### config.mk
export PLATFORM = sky130hd
export DESIGN_NAME = sd_blk_server_flat
export DESIGN_NICKNAME = d
export VERILOG_FILES = /design/src/rtl/sd_blk_if.sv /design/src/rtl/sd_blk_server.sv /design/src/flat_wrapper.sv
export SDC_FILE = /design/constraint.sdc
export NUM_CORES = 1
export LEC_CHECK = 0
export CORE_UTILIZATION = 40
export DETAILED_ROUTE_END_ITERATION = 16
export PLACE_DENSITY = 0.73
export SLEW_MARGIN = 20
export SYNTH_ARGS = -nofsm -noshare
export SYNTH_HDL_FRONTEND = slang
export SYNTH_SLANG_ARGS = --single-unit
### constraint.sdc
create_clock -name CLK -period 5 [get_ports CLK]
set_input_delay 0.5 -clock CLK [delete_from_list [all_inputs] [get_ports CLK]]
set_output_delay 0.5 -clock CLK [all_outputs]
set_load 0.05 [all_outputs]
### src/rtl/sd_blk_if.sv
// sd_blk_if: MiSTer SD block-level handshake between an initiator (floppy controller,
// HPS stand-in) and a block server.
//   sd_lba[4], sd_blk_cnt[4]  per-channel block address / block count minus 1
//   sd_rd, sd_wr              per-channel level requests, held until sd_ack
//   sd_ack                    one-hot, high for the whole transfer of the granted channel
//   sd_buff_addr/dout/wr      byte index, read data and write strobe into initiator buffer
//   sd_buff_din[4]            initiator buffer output, valid 1 cycle after sd_buff_addr
// Modports: master = initiator side, slave = server side.
interface sd_blk_if;
    logic [31:0] sd_lba      [4];
    logic [5:0]  sd_blk_cnt  [4];
    logic [3:0]  sd_rd;
    logic [3:0]  sd_wr;
    logic [3:0]  sd_ack;
    logic [13:0] sd_buff_addr;
    logic [7:0]  sd_buff_dout;
    logic [7:0]  sd_buff_din [4];
    logic        sd_buff_wr;

    modport master (
        output sd_lba, sd_blk_cnt, sd_rd, sd_wr, sd_buff_din,
        input  sd_ack, sd_buff_addr, sd_buff_dout, sd_buff_wr
    );

    modport slave (
        input  sd_lba, sd_blk_cnt, sd_rd, sd_wr, sd_buff_din,
        output sd_ack, sd_buff_addr, sd_buff_dout, sd_buff_wr
    );
endinterface

### src/rtl/sd_blk_server.sv
// sd_blk_server: responder for the SD block interface. Arbitrates round-robin between four
// initiator channels and streams whole blocks between a byte-wide backing store and the
// granted initiator's sector buffer. Each drive owns one quarter of the store.
// Ports:
//   CLK, RESET_N          clock (posedge) and asynchronous active-low reset
//   sd                    sd_blk_if.slave handshake/buffer bus
//   img_blocks_i[4]       per-drive image size in blocks
//   img_wp_i              per-drive write protect
//   mem_addr_o/rd_o/wr_o  store address and request strobes, held until mem_ready_i
//   mem_wdata_o/rdata_i   store write/read data
//   mem_ready_i           access completes in the cycle this is high
//   err_o                 1-cycle pulse on an out-of-range (or write-protected) request
// Build option: define SD_BLK_SERVER_WP_EN to treat writes to write-protected drives as bad
// requests (bytes consumed and discarded, err_o pulsed, no store write).
module sd_blk_server #(
    parameter int unsigned BLKSZ  = 2,
    parameter int unsigned MEM_AW = 24
) (
    input  logic              CLK,
    input  logic              RESET_N,
    sd_blk_if.slave           sd,
    input  logic [23:0]       img_blocks_i [4],
    input  logic [3:0]        img_wp_i,
    output logic [MEM_AW-1:0] mem_addr_o,
    output logic              mem_rd_o,
    output logic              mem_wr_o,
    output logic [7:0]        mem_wdata_o,
    input  logic [7:0]        mem_rdata_i,
    input  logic              mem_ready_i,
    output logic              err_o
);
    localparam int unsigned ShAmt    = BLKSZ + 7;
    localparam int unsigned OffW     = MEM_AW - 2;
    localparam logic [31:0] MaxBytes = 32'd16384;

    typedef enum logic [2:0] {
        StIdle, StGrant, StRdMem, StRdPut, StWrAddr, StWrGet, StWrMem, StDone
    } state_e;

    state_e            state_q;
    logic [3:0]        arm_q, arm_d;
    logic [1:0]        last_q, sel_q;
    logic              op_wr_q, bad_q;
    logic [31:0]       lba_q;
    logic [5:0]        cnt_q;
    logic [13:0]       idx_q, idx_nx, tot_last_q, tot_last_d;
    logic              bad_d, last_byte;
    logic [3:0]        ack_q;
    logic              buff_wr_q;
    logic [13:0]       buff_addr_q;
    logic [7:0]        buff_dout_q;
    logic [MEM_AW-1:0] mem_addr_q;
    logic              mem_rd_q, mem_wr_q;
    logic [7:0]        mem_wdata_q;
    logic              err_q;

    logic [3:0]        req, elig;
    logic              gnt_vld;
    logic [1:0]        gnt_ch, scan_ch;
    logic [31:0]       tot_full;
    logic [32:0]       end_blk;

    // Drive base in the top two bits; block offset wraps inside the drive's quarter.
    function automatic logic [MEM_AW-1:0] addr_of(input logic [13:0] i);
        logic [OffW-1:0] off;
        off = OffW'((64'(lba_q) << ShAmt) + 64'(i));
        return {sel_q, off};
    endfunction

    // Round-robin search from last_q+1; arm bit blocks re-serving a request still held high.
    always_comb begin
        req     = sd.sd_rd | sd.sd_wr;
        elig    = arm_q & req;
        gnt_vld = 1'b0;
        gnt_ch  = 2'd0;
        scan_ch = 2'd0;
        for (int k = 1; k <= 4; k++) begin
            scan_ch = last_q + 2'(k);
            if (!gnt_vld && elig[scan_ch]) begin
                gnt_vld = 1'b1;
                gnt_ch  = scan_ch;
            end
        end
        arm_d = arm_q | ~req;
        if (state_q == StDone) begin
            arm_d[sel_q] = 1'b0;
        end
    end

    always_comb begin
        tot_full   = (32'(cnt_q) + 32'd1) << ShAmt;
        tot_last_d = (tot_full > MaxBytes) ? 14'h3fff : 14'(tot_full - 32'd1);
        end_blk    = {1'b0, lba_q} + 33'(cnt_q);
        bad_d      = end_blk >= 33'(img_blocks_i[sel_q]);
`ifdef SD_BLK_SERVER_WP_EN
        if (op_wr_q && img_wp_i[sel_q]) begin
            bad_d = 1'b1;
        end
`endif
        idx_nx     = idx_q + 14'd1;
        last_byte  = (idx_q == tot_last_q);
    end

`ifdef SD_BLK_SERVER_WP_EN
`else
    logic unused_wp;
    assign unused_wp = ^img_wp_i;
`endif

    always_ff @(posedge CLK or negedge RESET_N) begin
        if (!RESET_N) begin
            state_q     <= StIdle;
            arm_q       <= 4'hf;
            last_q      <= 2'd3;
            sel_q       <= 2'd0;
            op_wr_q     <= 1'b0;
            bad_q       <= 1'b0;
            lba_q       <= '0;
            cnt_q       <= '0;
            idx_q       <= '0;
            tot_last_q  <= '0;
            ack_q       <= '0;
            buff_wr_q   <= 1'b0;
            buff_addr_q <= '0;
            buff_dout_q <= '0;
            mem_addr_q  <= '0;
            mem_rd_q    <= 1'b0;
            mem_wr_q    <= 1'b0;
            mem_wdata_q <= '0;
            err_q       <= 1'b0;
        end else begin
            arm_q     <= arm_d;
            err_q     <= 1'b0;
            buff_wr_q <= 1'b0;
            unique case (state_q)
                StIdle: begin
                    if (gnt_vld) begin
                        sel_q   <= gnt_ch;
                        op_wr_q <= !sd.sd_rd[gnt_ch];  // read wins when both are high
                        lba_q   <= sd.sd_lba[gnt_ch];
                        cnt_q   <= sd.sd_blk_cnt[gnt_ch];
                        state_q <= StGrant;
                    end
                end
                StGrant: begin
                    ack_q       <= 4'b0001 << sel_q;
                    idx_q       <= '0;
                    tot_last_q  <= tot_last_d;
                    bad_q       <= bad_d;
                    err_q       <= bad_d;
                    buff_addr_q <= '0;
                    mem_addr_q  <= addr_of(14'd0);
                    if (op_wr_q) begin
                        state_q <= StWrAddr;
                    end else begin
                        mem_rd_q <= !bad_d;
                        state_q  <= StRdMem;
                    end
                end
                StRdMem: begin
                    if (bad_q) begin
                        buff_dout_q <= 8'h00;
                        buff_wr_q   <= 1'b1;
                        state_q     <= StRdPut;
                    end else if (mem_ready_i) begin
                        mem_rd_q    <= 1'b0;
                        buff_dout_q <= mem_rdata_i;
                        buff_wr_q   <= 1'b1;
                        state_q     <= StRdPut;
                    end
                end
                StRdPut: begin
                    idx_q <= idx_nx;
                    if (last_byte) begin
                        state_q <= StDone;
                    end else begin
                        buff_addr_q <= idx_nx;
                        mem_addr_q  <= addr_of(idx_nx);
                        mem_rd_q    <= !bad_q;
                        state_q     <= StRdMem;
                    end
                end
                StWrAddr: begin
                    // Buffer registers sd_buff_addr here; data shows up next cycle.
                    state_q <= StWrGet;
                end
                StWrGet: begin
                    mem_wdata_q <= sd.sd_buff_din[sel_q];
                    if (!bad_q) begin
                        mem_wr_q <= 1'b1;
                        state_q  <= StWrMem;
                    end else begin
                        idx_q <= idx_nx;
                        if (last_byte) begin
                            state_q <= StDone;
                        end else begin
                            buff_addr_q <= idx_nx;
                            mem_addr_q  <= addr_of(idx_nx);
                            state_q     <= StWrAddr;
                        end
                    end
                end
                StWrMem: begin
                    if (mem_ready_i) begin
                        mem_wr_q <= 1'b0;
                        idx_q    <= idx_nx;
                        if (last_byte) begin
                            state_q <= StDone;
                        end else begin
                            buff_addr_q <= idx_nx;
                            mem_addr_q  <= addr_of(idx_nx);
                            state_q     <= StWrAddr;
                        end
                    end
                end
                StDone: begin
                    ack_q   <= '0;
                    last_q  <= sel_q;
                    state_q <= StIdle;
                end
                default: state_q <= StIdle;
            endcase
        end
    end

    assign sd.sd_ack       = ack_q;
    assign sd.sd_buff_wr   = buff_wr_q;
    assign sd.sd_buff_addr = buff_addr_q;
    assign sd.sd_buff_dout = buff_dout_q;
    assign mem_addr_o      = mem_addr_q;
    assign mem_rd_o        = mem_rd_q;
    assign mem_wr_o        = mem_wr_q;
    assign mem_wdata_o     = mem_wdata_q;
    assign err_o           = err_q;

endmodule

### src/flat_wrapper.sv
// flat-port wrapper written by rule: the top's interface ports become plain ports
module sd_blk_server_flat 
#(
    parameter int unsigned BLKSZ  = 2,
    parameter int unsigned MEM_AW = 24
)
  (CLK, RESET_N, img_blocks_i, img_wp_i, mem_addr_o, mem_rd_o, mem_wr_o, mem_wdata_o, mem_rdata_i, mem_ready_i, err_o, sd_sd_lba, sd_sd_blk_cnt, sd_sd_rd, sd_sd_wr, sd_sd_buff_din, sd_sd_ack, sd_sd_buff_addr, sd_sd_buff_dout, sd_sd_buff_wr);
  sd_blk_if sd_i ();
  input  logic CLK;
  input  logic RESET_N;
  input  logic [23:0] img_blocks_i[4];
  input  logic [3:0] img_wp_i;
  output logic [MEM_AW-1:0] mem_addr_o;
  output logic mem_rd_o;
  output logic mem_wr_o;
  output logic [7:0] mem_wdata_o;
  input  logic [7:0] mem_rdata_i;
  input  logic mem_ready_i;
  output logic err_o;
  input wire logic [$bits(sd_i.sd_lba)-1:0] sd_sd_lba;
  input wire logic [$bits(sd_i.sd_blk_cnt)-1:0] sd_sd_blk_cnt;
  input wire logic [$bits(sd_i.sd_rd)-1:0] sd_sd_rd;
  input wire logic [$bits(sd_i.sd_wr)-1:0] sd_sd_wr;
  input wire logic [$bits(sd_i.sd_buff_din)-1:0] sd_sd_buff_din;
  output wire logic [$bits(sd_i.sd_ack)-1:0] sd_sd_ack;
  output wire logic [$bits(sd_i.sd_buff_addr)-1:0] sd_sd_buff_addr;
  output wire logic [$bits(sd_i.sd_buff_dout)-1:0] sd_sd_buff_dout;
  output wire logic [$bits(sd_i.sd_buff_wr)-1:0] sd_sd_buff_wr;
  assign sd_i.sd_lba = {>>{sd_sd_lba}};
  assign sd_i.sd_blk_cnt = {>>{sd_sd_blk_cnt}};
  assign sd_i.sd_rd = sd_sd_rd;
  assign sd_i.sd_wr = sd_sd_wr;
  assign sd_i.sd_buff_din = {>>{sd_sd_buff_din}};
  assign sd_sd_ack = sd_i.sd_ack;
  assign sd_sd_buff_addr = sd_i.sd_buff_addr;
  assign sd_sd_buff_dout = sd_i.sd_buff_dout;
  assign sd_sd_buff_wr = sd_i.sd_buff_wr;
  sd_blk_server #(.BLKSZ(BLKSZ), .MEM_AW(MEM_AW)) u_core (.CLK(CLK), .RESET_N(RESET_N), .sd(sd_i), .img_blocks_i(img_blocks_i), .img_wp_i(img_wp_i), .mem_addr_o(mem_addr_o), .mem_rd_o(mem_rd_o), .mem_wr_o(mem_wr_o), .mem_wdata_o(mem_wdata_o), .mem_rdata_i(mem_rdata_i), .mem_ready_i(mem_ready_i), .err_o(err_o));
endmodule
==> metrics.log, run 1 <==
[metrics] status: complete, no violations
[metrics] nature of the critical path startpoint: register
[metrics] Setup Total Neg Slack: 0 ps
[metrics] combined area of the multi-input logic cells: 0.00568 mm^2
[metrics] detailed-route wire length per cell: around 19 um
[metrics] routed vias: 8239
[metrics] post-synth net total: 1263
[metrics] placeable core area: 0.0226 mm^2
[metrics] number of nets in the final layout: 1599
[metrics] postcts setup bufs: 0
[metrics] height of the die: 154 um
[metrics] CTS Root Cell: clkbuf_16
[metrics] total grt overflow: 0
[metrics] Worst R2R Setup Slack: between 700 and 800 ps
[metrics] max-cap check violation count: 0
[metrics] drt drc: 0
[metrics] DR pass1 iterations: 5
[metrics] top cells by area, synth: dfrtp_1, mux2i_1, mux4_2
[metrics] ports placed on the boundary: 365
[metrics] Starting Density: 40.8%
[metrics] data arrival at the endpoint of the critical path: 4560 ps
[metrics] Pint: 2.04 mW
[metrics] initial antenna violation count: 0
[metrics] power density over cell area: between 150 and 200 mW/mm^2
[metrics] proportion of power drawn by flip-flops and latches: 37.3%
[metrics] number of buffers inserted by port buffering: 360
[metrics] crit path kind: register to register
[metrics] remaining number of nets flagged by the antenna check after routing: 0
[metrics] sequential cell area: 0.00311 mm^2
[metrics] Async SR Flop Fraction: 100%
[metrics] post-detail-place hpwl: 23300 um
[metrics] number of diodes: 0
[metrics] Top FF cell, synth: dfrtp_1
[metrics] via density per instance: approximately 5.3
[metrics] endpoint of the most critical register-to-register path: u_core.bad_q$_DFFE_PN0P_
[metrics] worst slack at placement: between 800 and 900 ps
[metrics] clock-pin slew reported for the worst setup and hold paths after clock tree synthesis: approximately 60 ps
[metrics] Mean Syn Cell Area: 10.0 um^2
[metrics] clock tree from TritonCTS: done
[metrics] detailed router's first-iteration violation count: 418
[metrics] total standard cell area after synthesis: 0.00924 mm^2
[metrics] area growth from synthesis to layout: 47.7%
[metrics] unrepaired setup endpoints after global routing: no
[metrics] number of hold buffers added after cts: 0
[metrics] Yosys warning total: 0
[metrics] required time reported for the critical path endpoint: 5350 ps
[metrics] number of failing hold endpoints at the final stage: 0
[metrics] via count of the first global-routing pass: 8548
[metrics] CTS sink cnt: 124
[metrics] worst r2r path cells: 16
[metrics] share of post-route cells with drive strength above 1: 11.9%
[metrics] largest net degree at the start of global routing: around 80
[metrics] remaining max-slew budget at the tightest pin: 41.6%
[metrics] switching share of power: 24.3%
[metrics] Fin Clk Skew: 8.24 ps
[metrics] Clock power frac: 46.2%
[metrics] final wirelength: between 20000 and 30000 um
[metrics] fraction of the cycle the final worst path needs: 84.1%
[metrics] worst-path maximum fanout: 10
[metrics] insertion delay to the later sink of the worst-skew pair: 430 ps
[metrics] RePlAce Congestion: 0.911
[metrics] die area: 0.0237 mm^2
[metrics] global-route wire length before repair: 46100 um
[metrics] Horiz. Die Dim: 154 um
[metrics] Tmin final: 4210 ps
[metrics] number of filler instances in the final layout: a little under 2000
[metrics] cell type with the largest total area after synthesis: dfrtp_1
[metrics] switching power total: 0.657 mW
[metrics] Hold Worst Slack: roughly 83 ps
[metrics] gate count of the mapped netlist: 920
[metrics] Seq/Total Area, Yosys: 33.6%
[metrics] Leakage Power: 5.72 nW
[metrics] Yosys top cell area share: about a third
[metrics] top cell types by occurrence after synthesis: mux2i_1, dfrtp_1, nand2_1
[metrics] Hold Path Class: primary input to asynchronous set/reset pin
[metrics] endpoint kind of the worst setup timing path: register
[metrics] reg2reg start: u_core.cnt_q[0]$_DFFE_PN0P_
[metrics] cell with the most instances after synthesis: mux2i_1
[metrics] Total Power: 2.70 mW
[metrics] total of endpoints with negative setup slack in the final report: 0
[metrics] gr usage total: 25.2%
[metrics] setup slack of the critical path after layout: between 700 and 800 ps
[metrics] number of library cell types mapped by synthesis: 60
[metrics] highest achievable clock rate: 238 MHz
[metrics] number of standard-cell rows in the floorplan: 55
[metrics] maximum buffer depth of the clock tree: 2
[metrics] CTS H-Tree Depth: 4
[metrics] Least-Margin Pin Slew: between 800 and 900 ps
[metrics] number of instances resized during post-cts repair: 0
[metrics] EDFF count, synth: 0
[metrics] maximum VDD drop: 0.158 mV
[metrics] flip-flop and latch count after synthesis: 124
[metrics] max-slew violation total from the final report: 0
[metrics] Gate power share: about 17%
[metrics] clock buffer count from CTS: 17
through the flow:
stage | util (%) | cells | cell area (um^2)
5_1_grt | 60.3 | 1554 | 13700
4_1_cts | 60.3 | 1554 | 13700
3_3_place_gp | 57.7 | 1522 | 13100
3_5_place_dp | 57.7 | 1522 | 13100
2_1_floorplan | - | 920 | 9240
6_report | 60.3 | 1554 | 13700
worst max path at each step:
stage,startpoint,slack (ps),endpoint,cells after the start
finish,u_core.cnt_q[0]$_DFFE_PN0P_,790,u_core.bad_q$_DFFE_PN0P_,16
detailed placement,u_core.cnt_q[0]$_DFFE_PN0P_,850,u_core.bad_q$_DFFE_PN0P_,16
global placement,u_core.cnt_q[4]$_DFFE_PN0P_,990,u_core.mem_rd_o$_DFFE_PN0P_,16
global route,u_core.cnt_q[4]$_DFFE_PN0P_,350,u_core.mem_rd_o$_DFFE_PN0P_,16
CTS,u_core.cnt_q[0]$_DFFE_PN0P_,810,u_core.bad_q$_DFFE_PN0P_,16
floorplan,u_core.cnt_q[4]$_DFFE_PN0P_,1310,u_core.bad_q$_DFFE_PN0P_,14
metal layers:
metal	up-vias	track usage [%]	wire, um
met3	22	4.90	1370
met1	3956	30.5	11700
met2	251	46.0	15300
li1	4010	-	-
met5	-	0	0
met4	0	5.62	357
sequential cells by signal, summed over array words and instances (netlist names), 2 cells and up:
| register | flops |
|---|---|
| u_core.lba_q | 32 |
| u_core.mem_addr_o | 24 |
| u_core.idx_q | 14 |
| u_core.mem_wdata_o | 8 |
| u_core.sd.sd_buff_dout | 8 |
| u_core.cnt_q | 6 |
| u_core.tot_last_q | 6 |
| u_core.sd.sd_buff_addr | 5 |
| u_core.arm_q | 4 |
| u_core.sd.sd_ack | 4 |
| u_core.state_q | 3 |
| u_core.last_q | 2 |
| u_core.sel_q | 2 |
power by group through the flow:
stage / Sequential [mW] / Combinational (mW) / Clock (mW)
floorplan: 1.04 / 0.135 / 0
global placement: 1.03 / 0.447 / 0
detailed placement: 1.03 / 0.451 / 0
CTS: 1.01 / 0.453 / 1.26
global route: 1.01 / 0.483 / 1.31
finish: 1.01 / 0.446 / 1.25
cell type report:
type	count	area share (%)
Multi-Input combinational cell	690	41.6
Tap cell	285	2.61
Clock inverter	14	1.17
Clock buffer	18	3.14
Timing Repair Buffer	375	27.3
Inverter	48	1.32
Sequential cell	124	22.8
layout by cell type (no fill, tap or decap), types with 17 or more instances in the layout:
master and n:
clkdlybuf4s50_1 359, mux2i_1 121, dfrtp_1 117, nand2_1 91, o21ai_0 49, nor2_1 49, mux2_2 49, inv_1 47
ha_1 38, a21oi_1 35, xnor2_1 34, mux4_2 32, nand3_1 28, xor2_1 20, clkbuf_16 17
critical path: stages, from the launching register on:
cell	delay, ps
dfrtp_1	470
ha_1	230
inv_1	60
fa_1	400
inv_1	80
a21o_1	170
a211oi_4	130
nor4_1	530
nand4_1	180
xnor2_1	170
ha_1	300
nand4_1	190
or4_1	570
a31oi_1	230
nor4_2	100
and3_1	200
o21ai_1	110
logic make-up after synthesis:
logic type	synth area share, %
and+or+nand+nor	12.1
muxes	27.1
AOI/OAI and AO/OA	11.1
DFF	33.6
buffers and inverters	5.31
xor gates and xnor gates	5.12
adders and majority gates	5.58
Note: power is estimated with default switching activity, not from simulation.
==> run 2: changes to the inputs <==
Settings changed: PLACE_DENSITY 0.73 to 0.76.
Clock period 5 ns to 3.87 ns, I/O delays scaled along.
==> run 2 against run 1 <==
  * The run now ends with negative hold slack left
  * Design area grew 2.6%
  * Core utilization grew 1.6 points
  * Via count increased by 3.3%
  * Flip-flop and latch count unchanged
  * First-iteration DRC count up 50%
  * Largest power group unchanged
==> metrics.log, run 2 (synthesis results as in run 1) <==
[metrics] combined area of the multi-input logic cells: 0.00575 mm^2
[metrics] maximum buffer depth of the clock tree: 2
[metrics] nature of the critical path startpoint: register
[metrics] largest register by flop count: u_core.lba_q
[metrics] clock buffer count from CTS: 17
[metrics] endpoint of the most critical register-to-register path: u_core.mem_rd_o$_DFFE_PN0P_
[metrics] height of the die: ~150 um
[metrics] worst-path maximum fanout: 5
[metrics] drt drc: 0
[metrics] status: finished, violations left
[metrics] CTS sink cnt: 124
[metrics] kind of cell with the highest combined delay on the critical path: compound AO/OA/AOI/OAI gates
[metrics] required time reported for the critical path endpoint: 4180 ps
[metrics] Total Power: 3.57 mW
[metrics] RePlAce Congestion: 0.883
[metrics] worst-path cell chain: ha_1, a211oi_1, o21ai_2, a21oi_2, nor2_1, nand3_1, xnor2_1, ha_1, nand4_1, nor2_1, a31oi_1, a21o_1, a31oi_4, nor4_4, nand3_1, o41ai_2
[metrics] Hold Worst Slack: -4.30 ps
[metrics] Least-Margin Pin Slew: 740 ps
[metrics] slowest CP cell: a211oi_1
[metrics] most frequent cells in the layout: clkdlybuf4s50_1, mux2i_1, dfrtp_1, nand2_1
[metrics] max-slew violation total from the final report: 0
[metrics] number of filler instances in the final layout: 1813
[metrics] Fin Clk Skew: about 9.6 ps
[metrics] detailed-route wire length per cell: around 19 um
[metrics] sum of buffers and inverters on the critical path: 0
[metrics] dpl cell area: 0.0133 mm^2
[metrics] area growth from synthesis to layout: 51.5%
[metrics] maximum VDD drop: between 0.2 and 0.3 mV
[metrics] number of nets in the final layout: 1623
[metrics] crit path kind: register to register
[metrics] largest stage delay on the critical path: ~420 ps
[metrics] Leakage Power: around 5.9 nW
[metrics] remaining number of nets flagged by the antenna check after routing: 0
[metrics] setup slack of the critical path after layout: a little under 200 ps
[metrics] remaining max-slew budget at the tightest pin: 50.6%
[metrics] number of failing hold endpoints at the final stage: 1
[metrics] routed vias: 8510
[metrics] clock-pin slew reported for the worst setup and hold paths after clock tree synthesis: 60 ps
[metrics] placeable core area: 0.0226 mm^2
[metrics] via count of the first global-routing pass: 8731
[metrics] highest achievable clock rate: approximately 270 MHz
[metrics] data arrival at the endpoint of the critical path: 3990 ps
[metrics] detailed router's first-iteration violation count: 628
[metrics] insertion delay to the later sink of the worst-skew pair: 420 ps
[metrics] summed area of non-filler cells in the final layout: ~0.014 mm^2
[metrics] Starting Density: between 40% and 50%
[metrics] clock tree from TritonCTS: done
[metrics] number of buffers inserted by port buffering: 360
[metrics] reg2reg start: u_core.lba_q[1]$_DFFE_PN0P_
[metrics] post-detail-place hpwl: 23800 um
[metrics] number of hold buffers added after cts: 0
[metrics] via density per instance: 5.39
[metrics] Hold Path Class: primary input to asynchronous set/reset pin
[metrics] endpoint kind of the worst setup timing path: register
[metrics] global-route wire length before repair: 46300 um
[metrics] share of post-route cells with drive strength above 1: 14.4%
[metrics] Worst R2R Setup Slack: just under 200 ps
[metrics] ports placed on the boundary: 365
[metrics] final wirelength: 29400 um
[metrics] failing checks: negative hold slack
[metrics] total met3 wirelength after detailed routing: 1400 um
[metrics] Tmin final: about 3700 ps
[metrics] worst r2r path cells: 16
[metrics] CTS H-Tree Depth: 4
[metrics] flip-flop count of the largest register after layout: 32
[metrics] largest net degree at the start of global routing: 77
[metrics] Metal-1 WL: 11900 um
[metrics] initial antenna violation count: 2
[metrics] most frequent standard cell in the layout excluding fill and tap cells: clkdlybuf4s50_1
[metrics] Horiz. Die Dim: 154 um
[metrics] worst slack at placement: -49.4 ps
[metrics] power density over cell area: ~260 mW/mm^2
[metrics] fraction of the cycle the final worst path needs: 95.0%
[metrics] CTS Root Cell: clkbuf_16
[metrics] sequential cell area: 0.00311 mm^2
[metrics] max-cap check violation count: 0
[metrics] die area: roughly 0.024 mm^2
[metrics] DR pass1 iterations: 5
[metrics] number of standard-cell rows in the floorplan: 55
[metrics] uppermost layer routed: met4
[metrics] gr usage total: 25.4%
[metrics] total grt overflow: 0
[metrics] sum of met2 wire segment lengths after detailed routing: approximately 15000 um
[metrics] total of endpoints with negative setup slack in the final report: 0
[run 2: cell count changes in the layout (fill, tap and decap cells not counted), sizes merged]
cell	delta
buf	+24
clkinv	+2
bufinv	+1
clkinvlp	-3
diode	+2
[run 2: report_power, final]
part | switching [mW] | internal [mW]
logic | 0.206 | 0.384
clock network | 0.635 | 1.04
registers | 0.00226 | 1.30
total | 0.844 | 2.73
[run 2: how the worst max path moves through the flow]
| stage | from | endpoint | slack [ps] | cells after the start |
|---|---|---|---|---|
| finish | u_core.lba_q[1]$_DFFE_PN0P_ | u_core.mem_rd_o$_DFFE_PN0P_ | 190 | 16 |
| global route | u_core.lba_q[1]$_DFFE_PN0P_ | u_core.mem_rd_o$_DFFE_PN0P_ | -70 | 16 |
| CTS | u_core.lba_q[0]$_DFFE_PN0P_ | u_core.bad_q$_DFFE_PN0P_ | 30 | 17 |
| detailed placement | u_core.lba_q[4]$_DFFE_PN0P_ | u_core.mem_rd_o$_DFFE_PN0P_ | -50 | 15 |
| global placement | u_core.lba_q[4]$_DFFE_PN0P_ | u_core.mem_rd_o$_DFFE_PN0P_ | 70 | 15 |
| floorplan | u_core.cnt_q[4]$_DFFE_PN0P_ | u_core.bad_q$_DFFE_PN0P_ | 180 | 14 |
[run 2: stage by stage]
stage	utilization, %	hold WS [ps]	instances	TNS, ps
after detailed placement	58.8	464	1545	-49.4
after floorplan	-	91.4	920	0
after global placement	58.8	463	1545	0
after CTS	61.6	12.3	1577	0
after global routing	61.8	44.9	1580	-80.1
final	61.8	-4.30	1580	0
[run 2: what timing repair did]
item	in CTS	in global routing
buffers inserted	0	1
pin swaps	0	8
endpoints found under the setup margin	2	3
gates resized for setup	2	12
[run 2: routing by layer]
metal | vias to the layer above | global-route usage (%)
met5 | - | 0
met3 | 36 | 4.65
met1 | 4128 | 30.1
met2 | 291 | 46.0
li1 | 4055 | -
met4 | 0 | 8.48
[run 2: final cells by class]
type / count / share of cell area, %
Clock buffer: 18 / 3.14
Antenna cell: 2 / 0.0357
Inverter: 48 / 1.29
Timing Repair Buffer: 399 / 28.5
Sequential cell: 124 / 22.2
Clock inverter: 14 / 1.28
Multi-Input combinational cell: 690 / 41.0
Tap cell: 285 / 2.55
[run 2: worst reg2reg max path, cell delays in order (launching register included)]
cell      delay [ps]
dfrtp_1          410
ha_1             300
a211oi_1         420
o21ai_2          160
a21oi_2          290
nor2_1           130
nand3_1          120
xnor2_1          120
ha_1             260
nand4_1          160
nor2_1            70
a31oi_1          180
a21o_1           180
a31oi_4          100
nor4_4           320
nand3_1          130
o41ai_2          220
==> run 3: changes to the inputs <==
Settings changed: CORE_ASPECT_RATIO set to 0.9.
Clock period 3.87 ns to 3.08 ns, I/O delays scaled along.
==> run 3 against run 2 <==
  * The run ends with negative setup slack left
  * Fmax up 1.9%
  * Largest power group unchanged
  * Die area about the same
  * Clock power up 15%
  * Hold slack better by 450 ps
==> metrics.log, run 3 (synthesis results as in run 1) <==
[metrics] number of filler instances in the final layout: 1783
[metrics] largest stage delay on the critical path: 540 ps
[metrics] largest register by flop count: u_core.lba_q
[metrics] insertion delay to the later sink of the worst-skew pair: about 420 ps
[metrics] dpl cell area: 0.0138 mm^2
[metrics] total grt overflow: 0
[metrics] data arrival at the endpoint of the critical path: 3950 ps
[metrics] ports placed on the boundary: 365
[metrics] remaining number of nets flagged by the antenna check after routing: 0
[metrics] global-route wire length before repair: 48400 um
[metrics] crit path kind: register to register
[metrics] Hold Path Class: primary input to asynchronous set/reset pin
[metrics] detailed-route wire length per cell: 18.8 um
[metrics] CTS Root Cell: clkbuf_16
[metrics] endpoint kind of the worst setup timing path: register
[metrics] most frequent cells in the layout: clkdlybuf4s50_1, mux2i_1, dfrtp_1, buf_4, nand2_1
[metrics] Fin Clk Skew: 11.7 ps
[metrics] routed vias: 8888
[metrics] via density per instance: 5.33
[metrics] number of standard-cell rows in the floorplan: between 50 and 60
[metrics] CTS H-Tree Depth: 4
[metrics] number of buffers inserted by port buffering: 360
[metrics] share of post-route cells with drive strength above 1: 21.3%
[metrics] status: finished, violations left
[metrics] maximum VDD drop: 0.301 mV
[metrics] height of the die: 146 um
[metrics] power density over cell area: 293 mW/mm^2
[metrics] remaining max-slew budget at the tightest pin: around 30%
[metrics] core utilization of the finished layout: 65.6%
[metrics] initial antenna violation count: 0
[metrics] RePlAce Congestion: 0.899
[metrics] Leakage Power: 6.28 nW
[metrics] post-detail-place hpwl: 25000 um
[metrics] worst-path cell chain: ha_2, inv_2, fa_2, inv_2, a21o_1, a211oi_4, buf_6, nor3_4, xor2_1, ha_1, nand4_1, or4_1, a31oi_2, nor4_2, and3_1, o21ai_1
[metrics] placeable core area: about 0.023 mm^2
[metrics] nature of the critical path startpoint: register
[metrics] clock buffer count from CTS: 17
[metrics] Setup Total Neg Slack: -2620 ps
[metrics] unrepaired setup endpoints after global routing: yes
[metrics] non-filler cells, final: roughly 1700
[metrics] fraction of the cycle the final worst path needs: 117%
[metrics] CTS sink cnt: roughly 120
[metrics] failing checks: negative setup slack
[metrics] most frequent standard cell in the layout excluding fill and tap cells: clkdlybuf4s50_1
[metrics] cell count after placement: 1619
[metrics] detailed router's first-iteration violation count: 574
[metrics] number of failing hold endpoints at the final stage: 0
[metrics] largest net degree at the start of global routing: 67
[metrics] Total Power: 4.34 mW
[metrics] max-cap check violation count: 0
[metrics] flip-flop count of the largest register after layout: 32
[metrics] via count of the first global-routing pass: around 9200
[metrics] gr usage total: 26.6%
[metrics] kind of cell with the highest combined delay on the critical path: simple AND/OR/NAND/NOR gates
[metrics] number of diodes: 0
[metrics] total of endpoints with negative setup slack in the final report: 11
[metrics] critical path's most frequent cell: inv_2
[metrics] max-slew violation total from the final report: 0
[metrics] DR pass1 iterations: 6
[metrics] drt drc: 0
[metrics] Tmin final: 3610 ps
[metrics] Starting Density: 40.9%
[metrics] highest achievable clock rate: 277 MHz
[metrics] die area: 0.0237 mm^2
[metrics] area growth from synthesis to layout: 60.1%
[metrics] summed area of non-filler cells in the final layout: 0.0148 mm^2
[metrics] clock-pin slew reported for the worst setup and hold paths after clock tree synthesis: 50 ps
[metrics] number of nets in the final layout: approximately 1700
[metrics] Horiz. Die Dim: 162 um
[metrics] setup slack of the critical path after layout: -527 ps
[metrics] slowest CP cell: or4_1
[metrics] sum of buffers and inverters on the critical path: 3
[metrics] maximum buffer depth of the clock tree: 2
[metrics] final wirelength: 31400 um
[metrics] clock tree from TritonCTS: done
[metrics] Least-Margin Pin Slew: around 1000 ps
[metrics] worst-path maximum fanout: 6
[metrics] required time reported for the critical path endpoint: 3420 ps
[run 3: changes by cell type in the layout (fill, tap and decap cells not counted), sizes merged]
cell	delta
buf	+79
inv	-5
clkbuf	+3
clkinvlp	+3
diode	-2
bufinv	-1
clkinv	-1
dlygate4sd3	+1
[run 3: layer usage]
metal  share of wire [%]  global-route usage [%]
met3                 5.6                    5.43
met5                   0                       0
met2                  53                    47.8
met1                  40                    31.5
met4                 2.0                    7.97
[run 3: metrics by stage]
step	setup slack (ps)	hold slack (ps)
floorplan	-284	12.4
global route	-719	496
CTS	-451	482
finish	-527	447
global placement	-369	346
detailed placement	-477	350
[run 3: timing repair]
action,4_1_cts,5_1_grt
hold buffers,1,0
resized for setup,18,36
setup buffers,9,11
hold endpoints to repair,61,0
pin swaps,36,37
endpoints found under the setup margin,11,17
[run 3: path summary, 6_finish.rpt]
path                                                         from                           endpoint  slack [ps]  cells after the start
worst min register to register  u_core.mem_addr_o[22]$_DFFE_PN0P_  u_core.mem_addr_o[22]$_DFFE_PN0P_         480                      2
max in group asynchronous                                 RESET_N       u_core.lba_q[11]$_DFFE_PN0P_        1840                      3
worst min-delay path                                      RESET_N  u_core.mem_addr_o[16]$_DFFE_PN0P_         450                      2
worst max-delay path                  u_core.lba_q[0]$_DFFE_PN0P_           u_core.bad_q$_DFFE_PN0P_        -530                     16
worst max register to register        u_core.lba_q[0]$_DFFE_PN0P_           u_core.bad_q$_DFFE_PN0P_        -530                     16
min in group CLK                u_core.mem_addr_o[22]$_DFFE_PN0P_  u_core.mem_addr_o[22]$_DFFE_PN0P_         480                      2
[run 3: cell type report]
type | instances | area, um^2 | share of cell area [%]
clock buffers | 21 | 440 | 2.98
clock inverters | 10 | 119 | 0.803
flip-flops and latches | 124 | 3110 | 21.0
inverters | 48 | 180 | 1.22
multi-input cells | 690 | 5970 | 40.3
repair buffers | 479 | 4610 | 31.1
well taps | 297 | 372 | 2.51
[run 3: where the power goes]
group,internal [mW],switching [mW],total (mW)
Sequential,1.64,0.00277,1.64
Clock,1.19,0.748,1.93
Combinational,0.494,0.270,0.763
